$ cat config.mk
export PLATFORM = sky130hd
export DESIGN_NAME = ac_select_matcher
export DESIGN_NICKNAME = d
export VERILOG_FILES = /design/src/rtl/ac_select_matcher_pkg.sv /design/src/rtl/ac_select_matcher_uid_level_select.sv /design/src/rtl/ac_select_matcher.sv
export SDC_FILE = /design/constraint.sdc
export NUM_CORES = 1
export LEC_CHECK = 0
export CAP_MARGIN = 20
export CORE_ASPECT_RATIO = 1.25
export CORE_MARGIN = 10
export CORE_UTILIZATION = 50
export CTS_BUF_LIST = sky130_fd_sc_hd__clkbuf_4
export DETAILED_ROUTE_END_ITERATION = 7
export PLACE_DENSITY = 0.85
export SLEW_MARGIN = 20
export SYNTH_ARGS = -nofsm -noshare
export SYNTH_HDL_FRONTEND = slang
export SYNTH_SLANG_ARGS = --single-unit
$ cat constraint.sdc
create_clock -name clk -period 3.7 [get_ports clk]
set_clock_uncertainty 0.1 [all_clocks]
set_input_delay 0.37 -clock clk [delete_from_list [all_inputs] [get_ports clk]]
set_output_delay 0.37 -clock clk [all_outputs]
set_load 0.005 [all_outputs]
$ cat src/rtl/ac_select_matcher_pkg.sv
// Shared types and helpers for the ANTICOLLISION/SELECT matcher.
// Latency: n/a (types, constants and pure functions only).
// Backpressure: n/a.
package ac_select_matcher_pkg;

  typedef enum logic [1:0] {
    UIDSize_SINGLE,
    UIDSize_DOUBLE,
    UIDSize_TRIPLE
  } UIDSize;

  // NVB byte: upper nibble counts whole bytes, lower nibble counts extra bits
  typedef struct packed {
    logic       rsvd_hi;
    logic [2:0] bytes;
    logic       rsvd_lo;
    logic [2:0] bits;
  } nvb_t;

  localparam logic [7:0] CASCADE_TAG = 8'h88;
  localparam logic [7:0] SEL1        = 8'h93;
  localparam logic [7:0] SEL2        = 8'h95;
  localparam logic [7:0] SEL3        = 8'h97;
  localparam logic [7:0] NVB_SELECT  = 8'h70;

  typedef enum logic [2:0] {
    ST_IDLE,
    ST_CMD,
    ST_NVB,
    ST_UID,
    ST_CRC,
    ST_WAIT_EOC,
    ST_IGNORE
  } AcSelState;

  function automatic int get_uid_bits(UIDSize s);
    case (s)
      UIDSize_SINGLE: return 32;
      UIDSize_DOUBLE: return 56;
      default:        return 80;
    endcase
  endfunction

  function automatic logic [1:0] get_num_levels(UIDSize s);
    case (s)
      UIDSize_SINGLE: return 2'd1;
      UIDSize_DOUBLE: return 2'd2;
      default:        return 2'd3;
    endcase
  endfunction

  function automatic logic [7:0] sel_for_level(logic [1:0] level);
    case (level)
      2'd0:    return SEL1;
      2'd1:    return SEL2;
      default: return SEL3;
    endcase
  endfunction

endpackage

$ cat src/rtl/ac_select_matcher_uid_level_select.sv
// Maps the tag UID and cascade level to the 4 UID bytes + BCC expected on air.
// Latency: combinational.
// Backpressure: none.
module uid_level_select
  import ac_select_matcher_pkg::*;
#(
  parameter UIDSize UID_SIZE = UIDSize_DOUBLE,
  parameter int     UID_BITS = get_uid_bits(UID_SIZE)
) (
  input  logic [UID_BITS-1:0] uid,
  input  logic [1:0]          cascade_level,
  output logic [39:0]         expected,
  output logic                level_valid
);

  localparam logic [1:0] NUM_LEVELS = get_num_levels(UID_SIZE);

  logic [79:0] uid_ext;
  logic [31:0] level_bytes;
  logic [7:0]  bcc;

  // Non-final levels carry the cascade tag in byte 0 followed by 3 UID bytes
  always_comb begin
    uid_ext                 = '0;
    uid_ext[UID_BITS-1:0]   = uid;
    level_valid             = (cascade_level < NUM_LEVELS);
    level_bytes             = '0;
    if (cascade_level == NUM_LEVELS - 2'd1) begin
      case (cascade_level)
        2'd0:    level_bytes = uid_ext[31:0];
        2'd1:    level_bytes = uid_ext[55:24];
        default: level_bytes = uid_ext[79:48];
      endcase
    end else begin
      case (cascade_level)
        2'd0:    level_bytes = {uid_ext[23:0], CASCADE_TAG};
        2'd1:    level_bytes = {uid_ext[47:24], CASCADE_TAG};
        default: level_bytes = '0;
      endcase
    end
    bcc      = level_bytes[7:0] ^ level_bytes[15:8] ^ level_bytes[23:16] ^ level_bytes[31:24];
    expected = {bcc, level_bytes};
  end

endmodule

$ cat src/rtl/ac_select_matcher.sv
// Parses ANTICOLLISION/SELECT frames bit by bit and matches UID data against this tag.
// Latency: match pulses one cycle after rx_eoc.
// Backpressure: none; the decoded stream is consumed at line rate.
module ac_select_matcher
  import ac_select_matcher_pkg::*;
#(
  parameter UIDSize UID_SIZE = UIDSize_DOUBLE,
  parameter int     UID_BITS = get_uid_bits(UID_SIZE)
) (
  input  logic                clk,
  input  logic                rst_n,
  input  logic [UID_BITS-1:0] uid,
  input  logic [1:0]          cascade_level,
  input  logic                rx_soc,
  input  logic                rx_valid,
  input  logic                rx_bit,
  input  logic                rx_eoc,
  input  logic                rx_error,
  input  logic                rx_crc_ok,
  output logic                ac_match,
  output logic                sel_match,
  output logic                sel_uid_complete,
  output logic [39:0]         reply_data,
  output logic [5:0]          reply_first_bit,
  output logic [5:0]          reply_num_bits,
  output logic                busy
);

  localparam logic [1:0] NUM_LEVELS = get_num_levels(UID_SIZE);

  AcSelState  state_q, state_b;
  logic [5:0] cnt_q, cnt_b;
  logic [6:0] shreg_q, shreg_b;
  logic       mismatch_q, mismatch_b;
  logic       is_sel_q, is_sel_b;
  logic [5:0] n_q, n_b;
  logic [1:0] level_q;
  logic [7:0] byte_now;
  nvb_t       nvb;
  logic [39:0] level_expected;
  logic        level_valid;

  uid_level_select #(
    .UID_SIZE (UID_SIZE),
    .UID_BITS (UID_BITS)
  ) u_uid_level_select (
    .uid           (uid),
    .cascade_level (cascade_level),
    .expected      (level_expected),
    .level_valid   (level_valid)
  );

  // State after consuming this cycle's bit; eoc is then judged against it
  always_comb begin
    state_b    = state_q;
    cnt_b      = cnt_q;
    shreg_b    = shreg_q;
    mismatch_b = mismatch_q;
    is_sel_b   = is_sel_q;
    n_b        = n_q;
    byte_now   = {rx_bit, shreg_q};
    nvb        = nvb_t'(byte_now);
    if (rx_valid) begin
      shreg_b = byte_now[7:1];
      case (state_q)
        ST_CMD: begin
          if (cnt_q == 6'd7) begin
            cnt_b   = '0;
            state_b = (byte_now == sel_for_level(level_q)) ? ST_NVB : ST_IGNORE;
          end else begin
            cnt_b = cnt_q + 6'd1;
          end
        end
        ST_NVB: begin
          if (cnt_q == 6'd7) begin
            cnt_b = '0;
            if (nvb.rsvd_hi || nvb.rsvd_lo) begin
              state_b = ST_IGNORE;
            end else if (byte_now == NVB_SELECT) begin
              is_sel_b = 1'b1;
              n_b      = 6'd40;
              state_b  = ST_UID;
            end else if (nvb.bytes >= 3'd2 && nvb.bytes <= 3'd6) begin
              is_sel_b = 1'b0;
              n_b      = {nvb.bytes - 3'd2, nvb.bits};
              state_b  = ({nvb.bytes - 3'd2, nvb.bits} == 6'd0) ? ST_WAIT_EOC : ST_UID;
            end else begin
              state_b = ST_IGNORE;
            end
          end else begin
            cnt_b = cnt_q + 6'd1;
          end
        end
        ST_UID: begin
          if (rx_bit != reply_data[cnt_q]) mismatch_b = 1'b1;
          if (cnt_q == n_q - 6'd1) begin
            cnt_b   = '0;
            state_b = is_sel_q ? ST_CRC : ST_WAIT_EOC;
          end else begin
            cnt_b = cnt_q + 6'd1;
          end
        end
        ST_CRC: begin
          if (cnt_q == 6'd15) begin
            cnt_b   = '0;
            state_b = ST_WAIT_EOC;
          end else begin
            cnt_b = cnt_q + 6'd1;
          end
        end
        ST_WAIT_EOC: state_b = ST_IGNORE;
        default: ;
      endcase
    end
  end

  // Frame FSM with registered result pulses; soc beats error beats bit/eoc
  always_ff @(posedge clk or negedge rst_n) begin
    if (!rst_n) begin
      state_q          <= ST_IDLE;
      cnt_q            <= '0;
      shreg_q          <= '0;
      mismatch_q       <= 1'b0;
      is_sel_q         <= 1'b0;
      n_q              <= '0;
      level_q          <= '0;
      ac_match         <= 1'b0;
      sel_match        <= 1'b0;
      sel_uid_complete <= 1'b0;
      reply_data       <= '0;
      reply_first_bit  <= '0;
      reply_num_bits   <= '0;
      busy             <= 1'b0;
    end else begin
      ac_match  <= 1'b0;
      sel_match <= 1'b0;
      if (rx_soc) begin
        state_q          <= level_valid ? ST_CMD : ST_IGNORE;
        cnt_q            <= '0;
        shreg_q          <= '0;
        mismatch_q       <= 1'b0;
        is_sel_q         <= 1'b0;
        n_q              <= '0;
        level_q          <= cascade_level;
        busy             <= 1'b1;
        reply_data       <= level_expected;
        reply_first_bit  <= '0;
        reply_num_bits   <= '0;
        sel_uid_complete <= (cascade_level == NUM_LEVELS - 2'd1);
      end else if (rx_error) begin
        state_q <= ST_IDLE;
        busy    <= 1'b0;
      end else begin
        state_q    <= state_b;
        cnt_q      <= cnt_b;
        shreg_q    <= shreg_b;
        mismatch_q <= mismatch_b;
        is_sel_q   <= is_sel_b;
        n_q        <= n_b;
        if (rx_eoc) begin
          state_q <= ST_IDLE;
          busy    <= 1'b0;
          if (state_b == ST_WAIT_EOC && !mismatch_b) begin
            if (is_sel_b) begin
              sel_match <= rx_crc_ok;
            end else begin
              ac_match        <= 1'b1;
              reply_first_bit <= n_b;
              reply_num_bits  <= 6'd40 - n_b;
            end
          end
        end
      end
    end
  end

endmodule

==> Word-level counts from Yosys, hierarchy flattened <==
Cells that the tools add are included.
{ "op_classes": {"n_addsub": 4, "n_lt_le_gt_ge": 4, "eq_ne": 16, "n_mux": 78, "bitwise_logic": 3, "reduce_logical": 16} }
{ "ops": {"columns": ["cell", "count"], "rows": [
  ["6-bit two-way mux", 24],
  ["32-bit two-way mux", 2],
  ["3-bit two-way mux", 14],
  ["1-bit two-way mux", 28],
  ["8-bit two-way mux", 3],
  ["8-bit XOR", 3],
  ["7-bit two-way mux", 3],
  ["6-bit one-hot mux with 3 select lines", 1],
  ["3-bit one-hot mux with 5 select lines", 1],
  ["3-bit equality test, second input constant", 3],
  ["8-bit by 7-bit equality test with 1-bit output, second input constant", 1],
  ["8-bit equality test", 1],
  ["6-bit by 7-bit less-than comparator with 1-bit output, second input constant", 1],
  ["6-bit by 1-bit adder with 6-bit output, second input constant", 1],
  ["1-bit binary-select mux with 6-bit select", 1],
  ["3-bit by 2-bit equality test with 1-bit output, second input constant", 2],
  ["6-bit by 3-bit equality test with 1-bit output, second input constant", 1],
  ["6-bit by 4-bit equality test with 1-bit output, second input constant", 1],
  ["6-bit equality test", 1],
  ["6-bit logical NOT", 1],
  ["3-bit one-hot mux with 2 select lines", 1],
  ["2-bit nonzero test", 3],
  ["6-bit by 1-bit subtractor with 6-bit output, second input constant", 1],
  ["6-bit subtractor, first input constant", 1],
  ["other kinds (18)", 22]
]} }
{ "totals": {"regBits": 82, "out_inout_bits": 56, "elab_cells": 135} }

==> Depth between registers and ports, before layout <==
Gate-level depths: netlist of run 1.
{ "depth": {"ltp_word": 16, "depth_mapped": 12} }

==> Hierarchy <==
Synthesis of run 1 repeated with hierarchy kept, for this count alone.
{ "hier_totals": {"cells_unflattened": 565, "area_unflattened_um2": 5407.7} }
{ "by_module_without_submodules": {"columns": ["mod", "n_inst", "cells_per_inst", "area_per_inst_um2", "seq_area_each_um2"], "rows": [
  ["ac_select_matcher", 1, 443, 4508.1, 2026.9],
  ["uid_level_select", 1, 122, 899.6, 0.0]
]} }

==> Worst setup path before layout of run 1 <==
No wires, ideal clock.
{ "synth_timing": {"kind": "register -> register", "start": "register cnt_q[0]", "end": "register reply_first_bit[0]", "setup_time_ps": 122, "arrival_time_ps": 2536, "required_ps": 3478, "setup_slack_ps": 942, "path_stages_with_launch": 10, "n_path_buf": 1, "synth_period_minus_slack_ps": 2758, "path_cell_list": "dfrtp_1 -> mux4_2 -> nor2_1 -> or4_1 -> a211oi_2 -> a2111oi_4 -> xnor2_2 -> a311o_1 -> buf_6 -> a32o_1"} }
{ "synth_between": {"elab_chain_len": 10, "elab_cells_between_ends": 32} }
{ "synth_rtl": {"columns": ["item", "line", "text"], "rows": [
  ["from (decl)", "ac_select_matcher.sv:32", "logic [5:0] cnt_q, cnt_b;"],
  ["from (signal assigned)", "ac_select_matcher.sv:155", "cnt_q <= cnt_b;"],
  ["1-bit binary-select mux with 6-bit select", "ac_select_matcher.sv:95", "if (rx_bit != reply_data[cnt_q]) mismatch_b = 1'b1;"],
  ["1-bit two-way mux (implied by the code)", "ac_select_matcher.sv:95", null],
  ["1-bit inequality test", "ac_select_matcher.sv:95", null],
  ["1-bit two-way mux", "ac_select_matcher.sv:95", null],
  ["1-bit two-way mux", "ac_select_matcher.sv:65", "case (state_q)"],
  ["1-bit two-way mux", "ac_select_matcher.sv:63", "if (rx_valid) begin"],
  ["1-bit logical NOT", "ac_select_matcher.sv:163", "if (state_b == ST_WAIT_EOC && !mismatch_b) begin"],
  ["1-bit logical AND", "ac_select_matcher.sv:163", null],
  ["2-bit nonzero test (no source line)", null, null],
  ["4-bit AND reduction (no source line)", null, null],
  ["to (signal assigned)", "ac_select_matcher.sv:168", "reply_first_bit <= n_b;"],
  ["to (decl)", "ac_select_matcher.sv:24", "output logic [5:0] reply_first_bit,"]
]} }
Several ways; a longest one is shown, not always the timed one. The select of a mux whose other input is x is not followed.
A chain may end at the register's enable or synchronous reset.

==> Worst setup path in the final report of run 1 <==
{ "layout_timing": {"start": "register cnt_q[0]", "end": "register reply_first_bit[4]"} }
The elaborated chain is that of the path after synthesis.

==> results of run 1 <==
[per-stage QoR]
stage                     instances  utilization (%)  setup WS [ns]
after floorplan                 519                -          0.942
after global placement          743             64.9          0.443
after detailed placement        743             64.9          0.248
after CTS                       759             66.3          0.332
after global routing            761             66.6         0.0478
final                           761             66.6          0.283
[power by group]
group	leakage, µW	switching (µW)	internal (µW)	total [µW]
sequential	0.00108	89.1	940	1030
combinational	0.00146	259	301	560
clock	0.0000787	300	225	525
total	0.00262	648	1470	2110
[worst max path at each step]
| stage | start | to | slack, ns | cells after the start |
|---|---|---|---|---|
| 2_1_floorplan | cnt_q[0]$_DFFE_PN0P_ | reply_first_bit[0]$_DFFE_PN0P_ | 0.94 | 9 |
| 3_3_place_gp | cnt_q[0]$_DFFE_PN0P_ | reply_first_bit[2]$_DFFE_PN0P_ | 0.44 | 7 |
| 3_5_place_dp | rx_bit | reply_first_bit[3]$_DFFE_PN0P_ | 0.25 | 9 |
| 4_1_cts | cnt_q[0]$_DFFE_PN0P_ | reply_num_bits[4]$_DFFE_PN0P_ | 0.33 | 11 |
| 5_1_grt | cnt_q[0]$_DFFE_PN0P_ | reply_num_bits[4]$_DFFE_PN0P_ | 0.05 | 11 |
| 6_report | cnt_q[0]$_DFFE_PN0P_ | reply_first_bit[4]$_DFFE_PN0P_ | 0.28 | 9 |
[sequential cells by signal (all words and copies together), names as in the netlist]
signal            cells
sel_match             1
reply_first_bit       6
mismatch_q            1
busy                  1
state_q               3
reply_num_bits        5
sel_uid_complete      1
shreg_q               7
is_sel_q              1
reply_data           40
ac_match              1
level_q               2
cnt_q                 6
n_q                   6
[Yosys cell counts, types with 11 or more instances]
cell       instances
xor2_1            16
inv_1             17
clkbuf_1          19
a32o_1            11
nor2_1            29
dfrtp_1           81
mux2i_1           26
a21oi_1           41
xnor2_1           25
o21ai_0           20
nand2_1           50
o2bb2ai_1         38
nor2b_1           21
[cell families after synthesis]
family / Yosys count / share of synthesized area [%]
AOI/OAI and AO/OA: 153 / 22.2
xor gates and xnor gates: 42 / 7.54
muxes: 34 / 7.94
adders and majority gates: 7 / 1.76
buffers and inverters: 50 / 4.17
DFF: 81 / 40.7
and+or+nand+nor: 152 / 15.7
[cell type report]
| class | count | share of cell area, % |
|---|---|---|
| Inverter | 17 | 0.991 |
| Clock inverter | 4 | 0.680 |
| Multi-Input combinational cell | 388 | 42.7 |
| Sequential cell | 81 | 31.5 |
| Timing Repair Buffer | 133 | 20.3 |
| Tap cell | 126 | 2.45 |
| Clock buffer | 12 | 1.40 |
[metal layers]
metal,track usage [%],wire (µm),vias up
met5,0,0,-
met4,9.49,616,0
met3,7.49,1380,46
met2,35.1,7430,240
met1,24.4,5880,2239
li1,-,-,2120
[what timing repair did]
item                       in CTS  in global routing
setup endpoints to repair       0                  0
hold endpoints to repair        0                 36
hold buffers                    0                  1
==> impl_metrics.tcl, run 1 <==
set metrics [dict create \
    max_stage_delay_ns 0.77 \
    dpl_cell_area_mm2 0.00627 \
    powerDensity_mw_per_mm2 328 \
    finalSetupViolCount 0 \
    yosysWarnings 0 \
    fin_hold_ws_ns 0.310 \
    leakage_uw 0.00262 \
    post_cts_buffers 0 \
    die_area_mm2 0.0144 \
    synth-edff-count 0 \
    ys_ff_latch 81 \
    ir_drop_mv 0.194 \
    post_route_cells_drive_above_1_share_pct 6.46 \
    critPathTopFamily "compound AO/OA/AOI/OAI gates" \
    cap_viol_max_count 0 \
    ant_nets 0 \
    cp-end-kind "register" \
    clk_pin_slew_ns 0.13 \
    worstReg2RegStart "cnt_q[0]$_DFFE_PN0P_" \
    area.growth.synth_to_final_pct 29.2 \
    r2r_slack_ns 0.28 \
    die_w_um 109 \
    synthCells 519 \
    avgSynthCellArea_um2 9.59 \
    rr_worst_depth 9 \
    design_area_mm2 0.00644 \
    synth_area_leaders "dfrtp_1 41%, o2bb2ai_1 6.7%, mux2i_1 5.2%" \
    drtIter0Drc 329 \
    wl_mm 15.3 \
    wl_per_cell_um 20.1 \
    viasPerCell 6.10 \
    period_share_pct 92.3 \
    register_area_mm2 0.00203 \
    clk-insertion-delay-late_ns 0.44 \
    numCtsBuffers 9 \
    fin_setup_tns_ns 0 \
    via_count 4645 \
    status "completed" \
    root_buffer "clkbuf_4" \
    synth_area_mm2 0.00498 \
    synthFlopType "dfrtp_1" \
    die_h_um 132 \
    cts_tree "built" \
    synth_top_area_share_pct 40.7 \
    layout_commonest_cell "clkdlybuf4s50_1" \
    antenna_cells 0 \
    slew_headroom_pct 54.0 \
    crit_type "reg2reg" \
    synthArstFlopShare_pct 100 \
    path_max_fanout 15 \
    multi_input_area_mm2 0.00275 \
    cts.sinks 81 \
    gr-usage-all-layers_pct 21.5 \
    worstPathCellList "ha_1 -> nand2_1 -> nor2_1 -> a41o_1 -> a31oi_1 -> a21oi_1 -> nand4_1 -> a311o_1 -> a32o_1" \
    finalMaxSlewViolations 0 \
    grt_max_degree 82 \
    synth_fp_nets 592 \
    start_kind "register" \
    worstPathBufferInverterCount 0 \
    start_util_pct 51.6 \
    grt_pass1_wl_mm 25.1 \
    antenna_found_initial 0 \
    clock_path_buffers 2 \
    reg2reg_to "reply_first_bit[4]$_DFFE_PN0P_" \
    drc 0 \
    synth_largest_area_cell "dfrtp_1" \
    finalHoldViolations 0 \
    fillers 741 \
    rows 40 \
    gr-total-overflow 0 \
    final_cell_mix "119 x clkdlybuf4s50_1, 81 x dfrtp_1, 50 x nand2_1, 41 x a21oi_1, 38 x o2bb2ai_1" \
    ctsResizeCount 0 \
    ioPinCount 122 \
    synthDistinctLibCells 60 \
    arrival_ns 3.65 \
    drt_pass1_iterations 6 \
    synth_seq_area_share_pct 40.7 \
    holdCritPathClass "in2async" \
    final_net_count 703 \
    htreeDepth 3 \
    p_total_uw 2110 \
    worst_slew_pin_slew_ns 0.690 \
    core_mm2 0.00966 \
    required_ns 3.93 \
    fmax_ghz 0.293 \
    crit_slowest_cell "dfrtp_1" \
    port_buffers 121 \
    gp_congestion 0.938 \
    dpl.hpwl_mm 11.6 \
    first_global_vias 4912 \
    period_minus_slack_ns 3.42 \
    rsz0062_at_grt "no" \
]
Power figures use the tool's default switching activity.
==> inputs of run 2 (changes only) <==
- ABC_AREA: unset -> 1
- PLACE_DENSITY: 0.85 -> 0.84
==> impl_metrics.tcl, run 2 <==
set metrics [dict create \
    wl_mm 15.3 \
    wl_per_cell_um 15.4 \
    fin_ws_ns 0.879 \
    ant_nets 0 \
    grt_pass1_wl_mm 26.1 \
    avgSynthCellArea_um2 6.86 \
    viasPerCell 5.21 \
    synth_seq_area_share_pct 39.5 \
    status "completed" \
    antenna_found_initial 0 \
    path_max_fanout 13 \
    powerDensity_mw_per_mm2 335 \
    synthDistinctLibCells 38 \
    ioPinCount 122 \
    ir_drop_mv 0.155 \
    synthCells 749 \
    start_util_pct 51.1 \
    final_net_count 930 \
    leakage_uw 0.00327 \
    dpl.hpwl_mm 11.7 \
    synth_largest_area_cell "dfrtp_1" \
    worstPathCellList "ha_1 -> nand2_1 -> nor2_4 -> nand3b_4 -> nand3b_1 -> nand3_1 -> inv_1 -> a21oi_1 -> nand2_1 -> nor2_4 -> nand3_2 -> nand2_2 -> nand2_1 -> nand2_1" \
    cts_tree "built" \
    layout_commonest_cell "nand2_1" \
    drtIter0Drc 217 \
    ys_ff_latch 81 \
    fmax_ghz 0.354 \
    synth_top_area_share_pct 39.5 \
    synthArstFlopShare_pct 100 \
    max_stage_delay_ns 0.62 \
    worst_slew_pin_slew_ns 0.662 \
    synth_fp_nets 822 \
    synth_area_leaders "dfrtp_1 39%, nand2_1 18%, nand3_1 8.1%" \
    drc 0 \
    ctsResizeCount 0 \
    synthFlopType "dfrtp_1" \
    crit_type "reg2reg" \
    post_route_cells_drive_above_1_share_pct 5.10 \
    cp-end-kind "register" \
    largestRegisters "reply_data x40, shreg_q x7" \
    drt_pass1_iterations 6 \
    finalSetupViolCount 0 \
    antenna_cells 0 \
    cts.sinks 81 \
    worstPathBufferInverterCount 1 \
    p_total_uw 2200 \
    die_h_um 133 \
    die_w_um 111 \
    largest_reg_flops 40 \
    htreeDepth 3 \
    port_buffers 121 \
    fin_setup_tns_ns 0 \
    first_global_vias 5316 \
    via_count 5164 \
    crit_slowest_cell "dfrtp_1" \
    die_area_mm2 0.0148 \
    synth_area_mm2 0.00514 \
    clock_path_buffers 2 \
    gr-total-overflow 0 \
    gp_congestion 0.895 \
    synth-edff-count 0 \
    cap_viol_max_count 0 \
    clk-insertion-delay-late_ns 0.45 \
    required_ns 4.00 \
    timing.critical_path.mode_cell "nand2_1" \
    largest_register "reply_data" \
    cts_hold_buf 1 \
    area.growth.synth_to_final_pct 28.0 \
    finalHoldViolations 0 \
    slew_headroom_pct 55.8 \
    gr-usage-all-layers_pct 21.0 \
    netlist_top_cells_count "253 x nand2_1, 85 x inv_1, 83 x nand3_1, 81 x dfrtp_1, 64 x o21ai_0" \
    clk_pin_slew_ns 0.13 \
    synth.most_common_cell "nand2_1" \
    numCtsBuffers 9 \
    period_minus_slack_ns 2.82 \
    finalMaxSlewViolations 0 \
    dp_slack_ns 0.819 \
    rsz0062_at_grt "no" \
    start_kind "register" \
    post_cts_buffers 0 \
    critPathTopFamily "simple AND/OR/NAND/NOR gates" \
    final_cell_mix "253 x nand2_1, 119 x clkdlybuf4s50_1, 85 x inv_1, 83 x nand3_1, 81 x dfrtp_1" \
    yosysWarnings 0 \
    grt_max_degree 82 \
    arrival_ns 3.12 \
    period_share_pct 76.3 \
    root_buffer "clkbuf_4" \
    rows 41 \
    core_mm2 0.0101 \
    holdCritPathClass "in2async" \
]
## run 2: cell count changes after synthesis, moves of 11 or more
cell,delta
xor2_1,-11
a21oi_1,-30
inv_1,+68
nand2_1,+203
a32o_1,-11
mux2i_1,-26
o2bb2ai_1,-38
nand3_1,+74
nor2b_1,-21
o21ai_0,+44
nor2_1,+26
## run 2: layout make-up
| cell class | count | area (µm²) |
|---|---|---|
| fillers | 945 | 3480 |
| multi-input cells | 545 | 2610 |
| flip-flops and latches | 81 | 2030 |
| repair buffers | 127 | 1270 |
| inverters | 93 | 349 |
| well taps | 129 | 161 |
| clock inverters | 7 | 85.1 |
| clock buffers | 9 | 67.6 |
## run 2: power by group
group / switching (µW) / internal [µW] / total [µW]
clock network: 316 / 267 / 583
registers: 80.3 / 949 / 1030
logic: 309 / 282 / 591
## run 2: path summary, 6_finish.rpt
| kind | endpoint | cells after the start | slack (ns) | startpoint |
|---|---|---|---|---|
| worst max-delay path | reply_first_bit[4]$_DFFE_PN0P_ | 14 | 0.88 | cnt_q[1]$_DFFE_PN0P_ |
| worst min-delay path | shreg_q[5]$_DFFE_PN0P_ | 2 | 0.24 | rst_n |
| worst max register to register | reply_first_bit[4]$_DFFE_PN0P_ | 14 | 0.88 | cnt_q[1]$_DFFE_PN0P_ |
| worst min register to register | sel_uid_complete$_DFFE_PN0P_ | 2 | 0.40 | sel_uid_complete$_DFFE_PN0P_ |
| max in group asynchronous | reply_data[25]$_DFFE_PN0P_ | 3 | 2.67 | rst_n |
| min in group clk | reply_num_bits[5]$_DFFE_PN0P_ | 4 | 0.28 | rx_soc |
## run 2: layer usage
layer	routed length [µm]	global-route usage, %	part of all wire (%)
met1	6200	23.3	41
met2	7620	36.3	50
met3	1090	7.01	7.1
met4	352	8.12	2.3
met5	0	0	0
## run 2: through the flow
stage,cell area [µm²],cells,hold WS [ns],utilization [%]
finish,6580,991,0.238,65.4
detailed placement,6380,973,0.383,63.5
floorplan,5140,749,-0.0256,-
global placement,6380,973,0.369,63.5
CTS,6550,990,0.265,65.1
global route,6580,991,0.238,65.4
## run 2: kinds of logic (layout without fill, tap and decap cells)
logic type      Yosys count  after routing  synth area share [%]
flops                    81             81                  39.5
compound gates           95             95                  10.2
xor+xnor                 31             31                  5.28
fa+ha+maj                 7              7                  1.70
simple gates            412            412                  33.7
buf+inv                 123            236                  9.67
==> inputs of run 3 (changes only) <==
- clock period: 3.7 -> 2.7 ns (I/O delays scaled with it)
==> impl_metrics.tcl, run 3 (synthesis gave the netlist of run 2 again) <==
set metrics [dict create \
    status "completed" \
    clk-insertion-delay-late_ns 0.45 \
    ioPinCount 122 \
    ant_nets 0 \
    grt_max_degree 45 \
    worstReg2RegStart "n_q[0]$_DFFE_PN0N_" \
    leakage_uw 0.00332 \
    rows 41 \
    worstPathCellList "inv_2 -> ha_1 -> xnor2_1 -> nor2_1 -> nand3_1 -> nor2_1 -> nand3_1 -> a21oi_2 -> nand2_1 -> nor2_4 -> nand3_2 -> buf_4 -> nand3_1 -> nand2_1" \
    wl_per_cell_um 15.5 \
    gr-total-overflow 0 \
    first_global_vias 5382 \
    final_net_count 941 \
    largest_reg_flops 40 \
    timing.critical_path.mode_cell "nand3_1" \
    drt_pass1_iterations 5 \
    design_area_mm2 0.00666 \
    largestRegisters "reply_data x40, shreg_q x7" \
    core_mm2 0.0101 \
    p_seq_share_pct 44.1 \
    min_to "ac_match$_DFF_PN0_" \
    period_minus_slack_ns 2.41 \
    clk_pin_slew_ns 0.13 \
    drc 0 \
    rr_worst_depth 14 \
    via_count 5242 \
    r2r_slack_ns 0.29 \
    largest_register "reply_data" \
    htreeDepth 3 \
    finalSetupViolCount 0 \
    powerDensity_mw_per_mm2 472 \
    viasPerCell 5.24 \
    switching_share_pct 31.0 \
    final_cell_mix "252 x nand2_1, 119 x clkdlybuf4s50_1, 85 x inv_1, 83 x nand3_1, 79 x dfrtp_1" \
    drtIter0Drc 274 \
    start_kind "register" \
    die_w_um 111 \
    root_buffer "clkbuf_4" \
    slew_headroom_pct 65.0 \
    period_share_pct 89.1 \
    max_stage_delay_ns 0.42 \
    p_total_uw 3150 \
    antenna_cells 0 \
    cap_viol_max_count 0 \
    post_route_cells_drive_above_1_share_pct 6.66 \
    clock_path_buffers 2 \
    finalMaxSlewViolations 0 \
    p_clk_share_pct 28.1 \
    area.growth.synth_to_final_pct 29.7 \
    crit_slowest_cell "dfrtp_1" \
    switching_power_uw 974 \
    antenna_found_initial 0 \
    wl_mm 15.5 \
    ir_drop_mv 0.281 \
    gp_congestion 0.965 \
    dpl_cell_area_mm2 0.00647 \
    post_cts_buffers 0 \
    combPwrFrac_pct 27.7 \
    intPower_uw 2170 \
    layout_commonest_cell "nand2_1" \
    rsz0062_at_grt "no" \
    finalHoldViolations 0 \
    dpl.hpwl_mm 12.1 \
    worstPathBufferInverterCount 2 \
    critPathTopFamily "simple AND/OR/NAND/NOR gates" \
    start_util_pct 51.1 \
    crit_type "reg2reg" \
    cp-end-kind "register" \
    gr-usage-all-layers_pct 21.1 \
    reg2reg_to "reply_first_bit[3]$_DFFE_PN0P_" \
    cts_tree "built" \
    holdCritPathClass "in2reg" \
    path_max_fanout 12 \
    fin_setup_tns_ns 0 \
    cts.sinks 81 \
    hold_start "rx_soc" \
    grt_pass1_wl_mm 26.1 \
    worst_slew_pin_slew_ns 0.525 \
    die_h_um 133 \
    arrival_ns 2.66 \
    port_buffers 121 \
    fmax_ghz 0.416 \
    min_path_cells 2 \
    die_area_mm2 0.0148 \
    numCtsBuffers 9 \
    required_ns 2.95 \
]
run 3: power by group through the flow:
stage	Combinational, µW	Sequential [µW]	Clock, µW
global route	972	1400	943
global placement	858	1410	0
detailed placement	867	1410	0
floorplan	456	1390	0
finish	872	1390	886
CTS	875	1390	887
run 3: metal layers:
layer	track usage (%)	share of wire, %	vias to the layer above
met5	0	0	-
met4	10.3	3.5	0
met3	5.80	7.2	35
met2	37.0	50	189
met1	22.8	40	2411
li1	-	-	2607
run 3: timing repair:
action / in CTS / in global routing
resized for setup: 0 / 4
setup endpoints to repair: 0 / 11
endpoints found under the hold margin: 38 / 0
hold buffers: 1 / 0
run 3: worst max path at each step:
stage | cells past startpoint | endpoint | from | slack, ns
6_report | 14 | reply_first_bit[3]$_DFFE_PN0P_ | n_q[0]$_DFFE_PN0N_ | 0.29
5_1_grt | 16 | reply_first_bit[5]$_DFFE_PN0P_ | n_q[0]$_DFFE_PN0N_ | 0.03
4_1_cts | 18 | reply_first_bit[4]$_DFFE_PN0P_ | cnt_q[2]$_DFFE_PN0P_ | 0.26
3_5_place_dp | 16 | reply_first_bit[3]$_DFFE_PN0P_ | rx_bit | 0.24
3_3_place_gp | 13 | reply_num_bits[3]$_DFFE_PN0P_ | rx_bit | 0.25
2_1_floorplan | 16 | reply_first_bit[0]$_DFFE_PN0P_ | n_q[0]$_DFFE_PN0N_ | 0.57
run 3: layout make-up:
| cell class | instances | area, µm² |
|---|---|---|
| clock buffers | 10 | 75.1 |
| clock inverters | 4 | 93.8 |
| fillers | 910 | 3390 |
| inverters | 93 | 349 |
| multi-input cells | 545 | 2620 |
| flip-flops and latches | 81 | 2030 |
| well taps | 129 | 161 |
| repair buffers | 138 | 1330 |
run 3: through the flow:
step	util [%]	hold slack [ns]	instances	setup slack (ns)
final	66.3	0.109	1000	0.293
after CTS	66.2	0.101	1000	0.258
after floorplan	-	-0.126	749	0.567
after detailed placement	64.4	0.180	985	0.243
after global routing	66.3	0.136	1000	0.0321
after global placement	64.4	0.178	985	0.255
